## src/rtl/directive_chk_pkg.sv

```systemverilog
// Shared types and constants for the conditional-directive nesting checker:
// error codes, FSM states, keyword identifiers and the ASCII values they use.
package directive_chk_pkg;

  typedef enum logic [2:0] {
    ERR_NONE      = 3'd0,
    ERR_INDENT    = 3'd1,
    ERR_SAMELINE  = 3'd2,
    ERR_UNDERFLOW = 3'd3,
    ERR_OVERFLOW  = 3'd4,
    ERR_UNCLOSED  = 3'd5
  } err_code_e;

  typedef enum logic [1:0] {
    ST_LSTART  = 2'd0,  // counting leading spaces of a line
    ST_BODY    = 2'd1,  // rest of the line
    ST_KEYWORD = 2'd2,  // collecting a directive name after a backtick
    ST_FLUSH   = 2'd3   // end-of-file check
  } state_e;

  typedef enum logic [2:0] {
    KW_NONE   = 3'd0,
    KW_IFDEF  = 3'd1,
    KW_IFNDEF = 3'd2,
    KW_ELSIF  = 3'd3,
    KW_ELSE   = 3'd4,
    KW_ENDIF  = 3'd5
  } kw_e;

  localparam logic [7:0] CH_SPACE    = 8'h20;
  localparam logic [7:0] CH_NEWLINE  = 8'h0A;
  localparam logic [7:0] CH_BACKTICK = 8'h60;

  // Longest name worth keeping; a longer name is marked with length 7.
  localparam int KW_MAX_LEN = 6;

  // Keyword buffer is a shift register: first character ends up in the
  // most significant occupied byte, unused upper bytes stay zero.
  localparam logic [47:0] STR_IFDEF  = {8'h00, 8'h69, 8'h66, 8'h64, 8'h65, 8'h66};
  localparam logic [47:0] STR_IFNDEF = {8'h69, 8'h66, 8'h6E, 8'h64, 8'h65, 8'h66};
  localparam logic [47:0] STR_ELSIF  = {8'h00, 8'h65, 8'h6C, 8'h73, 8'h69, 8'h66};
  localparam logic [47:0] STR_ELSE   = {8'h00, 8'h00, 8'h65, 8'h6C, 8'h73, 8'h65};
  localparam logic [47:0] STR_ENDIF  = {8'h00, 8'h65, 8'h6E, 8'h64, 8'h69, 8'h66};

  // Identifier character class [A-Za-z0-9_].
  function automatic logic is_ident(input logic [7:0] c);
    return ((c >= 8'h41) && (c <= 8'h5A)) ||
           ((c >= 8'h61) && (c <= 8'h7A)) ||
           ((c >= 8'h30) && (c <= 8'h39)) ||
           (c == 8'h5F);
  endfunction

endpackage

```

## src/rtl/directive_kw_match.sv

```systemverilog
// Maps the collected directive name (buffer + length) to a keyword id.
// Pure decode; all sequencing lives in directive_nest_checker.
module directive_kw_match
  import directive_chk_pkg::*;
(
  input  logic [47:0] kw_buf,
  input  logic [2:0]  kw_len,
  output kw_e         kw
);

  // Compare against the recognized names of the matching length.
  always_comb begin
    kw = KW_NONE;
    case (kw_len)
      3'd4: begin
        if (kw_buf == STR_ELSE) begin
          kw = KW_ELSE;
        end else begin
          kw = KW_NONE;
        end
      end
      3'd5: begin
        if (kw_buf == STR_IFDEF) begin
          kw = KW_IFDEF;
        end else if (kw_buf == STR_ELSIF) begin
          kw = KW_ELSIF;
        end else if (kw_buf == STR_ENDIF) begin
          kw = KW_ENDIF;
        end else begin
          kw = KW_NONE;
        end
      end
      3'd6: begin
        if (kw_buf == STR_IFNDEF) begin
          kw = KW_IFNDEF;
        end else begin
          kw = KW_NONE;
        end
      end
      default: kw = KW_NONE;
    endcase
  end

endmodule

```

## config.mk

```make
export PLATFORM = sky130hd
export DESIGN_NAME = directive_kw_match
export DESIGN_NICKNAME = d
export VERILOG_FILES = /design/src/rtl/directive_chk_pkg.sv /design/src/rtl/directive_kw_match.sv
export SDC_FILE = /design/constraint.sdc
export NUM_CORES = 1
export LEC_CHECK = 0
export BUFFER_PORTS_ARGS = -buffer_cell sky130_fd_sc_hd__buf_2
export CORE_AREA = 3 3 40 42
export DETAILED_ROUTE_END_ITERATION = 16
export DIE_AREA = 0 0 43 45
export PLACE_DENSITY = 0.78
export SLEW_MARGIN = 10
export SYNTH_ARGS = -nofsm -noshare
export SYNTH_HDL_FRONTEND = slang
export SYNTH_SLANG_ARGS = --single-unit
```

## constraint.sdc

```tcl
create_clock -name vclk -period 1.7
set_input_delay 0.34 -clock vclk [all_inputs]
set_output_delay 0.34 -clock vclk [all_outputs]
set_load 0.02 [all_outputs]
```

## Word-level counts from Yosys, hierarchy flattened

Cells that the tools add are included.

- Logic and storage cells: 14
- Input bits: 51
- Bits in registers: 0

- Mux-type cells: 6
- Equality and inequality tests: 8

Operator list:

| kind | number |
|---|---|
| equality test 48 x 39 -> 1 bit, second input constant | 3 |
| equality test 48 x 31 -> 1 bit, second input constant | 1 |
| equality test 48 x 47 -> 1 bit, second input constant | 1 |
| 2-to-1 mux 3 bit | 4 |
| equality test 3 bit, second input constant | 3 |
| case mux 3 bit (3 select lines) | 1 |
| 2-to-1 mux 2 bit | 1 |

## Logic depth before layout (Yosys ltp)

- Depth after elaboration: 5
- Gate-level depth with buffers: 4
- Depth with buffers taken out: 4

## Worst setup path after synthesis

Ideal clock, no wire load.

- Kind: input to output
- Start point: in kw_buf[40]
- End point: out kw[2]
- Cell stages on the path: 4
- Path slack: -112 ps
- Path buffers: 0
- Arrival: 1,472 ps
- Cell sequence: or4_4 -> nor4_2 -> and4_1 -> a32o_1

- Cells in the longest elaborated chain, start to end: 5
- Elaborated cells on any way between the ends: 9
- Those cells by class: eq/ne: 4; mux: 5

RTL lines:

| what | line | text |
|---|---|---|
| start: declaration | directive_kw_match.sv:6 | `input logic [47:0] kw_buf,` |
| equality test 48 x 39 -> 1 bit | directive_kw_match.sv:27 | `end else if (kw_buf == STR_ENDIF) begin` |
| 2-to-1 mux 3 bit | directive_kw_match.sv:27 |  |
| 2-to-1 mux 3 bit | directive_kw_match.sv:25 | `end else if (kw_buf == STR_ELSIF) begin` |
| 2-to-1 mux 3 bit | directive_kw_match.sv:23 | `if (kw_buf == STR_IFDEF) begin` |
| case mux 3 bit (3 select lines) * | directive_kw_match.sv:14 | `case (kw_len)` |
| end: declaration | directive_kw_match.sv:8 | `output kw_e kw` |

Mark *: on every way between the ends. The rest lies on a longest branch, timed or not.

## Worst setup path in the final report

- Start point: in kw_buf[40]
- End point: out kw[0]

- Cells in the longest elaborated chain, start to end: 5
- Elaborated cells on any way between the ends: 7
- Those cells by class: eq/ne: 3; mux: 4

RTL lines:

| what | line |
|---|---|
| equality test 48 x 39 -> 1 bit | directive_kw_match.sv:27 |
| 2-to-1 mux 3 bit | directive_kw_match.sv:27 |
| 2-to-1 mux 3 bit | directive_kw_match.sv:25 |
| 2-to-1 mux 3 bit * | directive_kw_match.sv:23 |
| case mux 3 bit (3 select lines) * | directive_kw_match.sv:14 |

Marks and branches as above.

==> reports/summary.txt <==
===============================================================================
Peak supply drop .................................................    0.0896 mV
Leakage power ....................................................     0.394 nW
Initial core utilization .........................................        27.6%
Maximum number of pins on one net before global-route repair .....            4
Highest achievable clock rate ....................................      504 MHz
Leftover overflow at the end of global routing ...................            0
Final worst hold slack ...........................................      1.17 ns
Cell at the slowest stage of the critical path ................... sky130_fd_sc_hd__or4_4
Placement Rows ...................................................           13
GRT Resource Usage Total .........................................        14.3%
Cell type with the highest aggregate area in the netlist ......... sky130_fd_sc_hd__and4_1
Worst Path Buf+Inv ...............................................            2
Routability congestion estimate ..................................        0.787
Via density per instance .........................................         5.18
Most instantiated cells after synthesis .......................... 5 x sky130_fd_sc_hd__and4_1, 4 x sky130_fd_sc_hd__nor4_1, 3 x sky130_fd_sc_hd__a32o_1, 3 x sky130_fd_sc_hd__nand4b_1, 3 x sky130_fd_sc_hd__nor4b_1
Cell type with the highest occurrence count on the critical path . sky130_fd_sc_hd__buf_6
Worst slew margin relative to its limit ..........................        80.4%
Setup TNS Final ..................................................    -0.783 ns
I/O Buffers ......................................................           54
Largest fanout on the critical path ..............................            2
Run status ....................................................... complete, but fails checks
Min Tclk post-route ..............................................      1.98 ns
Vias after detailed routing ......................................          616
Final-stage net count ............................................          157
Crit path kind ................................................... input pin to output port
FF/Latch Area ....................................................      0 sq um
DPL Wire Length .................................................. 1310 microns
Final setup fails ................................................            3
DR DRC count .....................................................            0
Count of final hold-check violations .............................            0
Global-route wire length before repair ........................... 2260 microns
Endpoint type of the worst setup path ............................  output port
Netlist area before placement ....................................    354 sq um
Horizontal die dimension .........................................   43 microns
Final-layout clock buffer total ..................................            0
Post-route setup slack ...........................................    -0.284 ns
Setup repair after global routing missed its margin ..............         true
Number of warnings printed during yosys synthesis ................            0
Nature of the critical path startpoint ...........................    input pin
Vert. Die Dim ....................................................   45 microns
Final worst path period share ....................................         117%
Cell with the most instances after synthesis ..................... sky130_fd_sc_hd__and4_1
Synth Instances ..................................................           43
Antenna violations before repair .................................            0
Critical path's top delay family ................................. simple AND/OR/NAND/NOR gates
Core region area .................................................   1280 sq um
Total wire length ................................................ 1380 microns
Critical path, cell by cell ...................................... buf_6, or4_4, nor4_2, and4_1, a32o_2, buf_6
Number of sequential cells .......................................            0
Power density normalized to cell area ............................  146 nW/um^2
CP required ......................................................      1.36 ns
Top post-synthesis cells by area ................................. sky130_fd_sc_hd__and4_1 12%, sky130_fd_sc_hd__a32o_1 8.5%, sky130_fd_sc_hd__nand4b_1 7.4%
Avg Synthesized Cell Area ........................................   8.23 sq um
Max_cap viols ....................................................            0
Detail-routed net length per standard cell ....................... 11.6 microns
Vias in the first global route ...................................          600
Final ANT Viol Nets ..............................................            0
Fraction of final layout cells sized beyond drive strength 1 .....        75.0%
Post-synth net total .............................................           94
Starting DRT DRC Count ...........................................            2
Area fraction of the dominant cell type after synthesis ..........        12.4%
Post-synthesis cell type count ...................................           27
IO Pins ..........................................................           54
CTS Hold Buffers Added ...........................................            0
CP Data Arrival Time .............................................      1.64 ns
Number of slew-limit violations in the final report ..............            0
Violations in the final reports .................................. negative setup slack
Tightest Hold Check Type ......................................... input pin to output port
Path length in cells of the critical path ........................            6
Antenna diode count ..............................................            0
Fraction of the yosys area taken by sequential cells .............           0%
DR pass1 iterations ..............................................            2
Worst setup path end .............................................        kw[0]
Final Total Pwr ..................................................     0.112 mW
Pre-CTS worst setup slack ........................................    -0.395 ns
Area overhead of the layout relative to synthesis ................         118%
Pin slew with the least headroom to its limit ....................     0.290 ns
Final cell utilization of the core ...............................        60.0%
Origin of the worst setup path ...................................   kw_buf[40]
Overall die area .................................................   1940 sq um
Highest cell delay on the worst timing path ......................      0.52 ns
===============================================================================
## layer usage
layer / GRT usage, % / vias to the layer above / part of all wire [%]
met5: 0 / - / 0
met4: 0 / 0 / 0
met3: 1.20 / 0 / 11
met2: 30.2 / 31 / 54
met1: 16.2 / 268 / 35
li1: - / 317 / -
## timing repair
| action | 4_1_cts | 5_1_grt |
|---|---|---|
| cloned | 0 | 0 |
| gates resized for setup | 10 | 5 |
| pin swaps | 3 | 3 |
| endpoints found under the setup margin | 3 | 3 |
| buffers inserted | 0 | 0 |
## cell usage in the layout, fill, tap and decap left out, drive strengths merged
master	instances
and3b	1
nor3	2
and2	2
nor4b	3
nor2b	1
a32o	3
or4	2
nand4bb	1
and3	2
and4bb	1
nor3b	1
and4	7
nand2b	1
buf	61
nand3b	1
nand3	1
or2	1
nand2	1
nor4	6
nor2	2
nand4b	3
nand4	1
## worst min path at each step
stage                     from     to  cells past startpoint
global placement    kw_buf[25]  kw[2]                      4
floorplan           kw_buf[25]  kw[1]                      2
CTS                 kw_buf[25]  kw[2]                      4
finish              kw_buf[25]  kw[2]                      4
detailed placement  kw_buf[25]  kw[2]                      4
global route        kw_buf[25]  kw[2]                      4
## stage by stage
stage          cells  area, sq um
6_report         119          771
5_1_grt          119          771
4_1_cts          119          741
3_5_place_dp     119          699
3_3_place_gp     119          699
2_1_floorplan     43          358
## where the power goes
part | leakage (nW) | total [mW] | internal, mW | switching, mW
logic | 0.394 | 0.112 | 0.0707 | 0.0416
registers | 0 | 0 | 0 | 0
clock network | 0 | 0 | 0 | 0
total | 0.394 | 0.112 | 0.0707 | 0.0416
## kinds of logic (layout without fill, tap and decap cells)
family,count (synthesis),in the layout,share of synthesized area [%]
AOI/OAI and AO/OA,3,3,8.48
and+or+nand+nor,40,40,91.5
buffers and inverters,0,61,0
## worst min-delay path, stage by stage
cell	delay (ns)
sky130_fd_sc_hd__buf_2	0.09
sky130_fd_sc_hd__and2_2	0.15
sky130_fd_sc_hd__a32o_2	0.13
sky130_fd_sc_hd__buf_6	0.11
## area by class of cell
type | count | area (sq um)
Fill cell | 132 | 514
Timing Repair Buffer | 61 | 354
Tap cell | 15 | 18.8
Multi-Input combinational cell | 43 | 398
No activity file was read; power rests on OpenSTA's default activity.
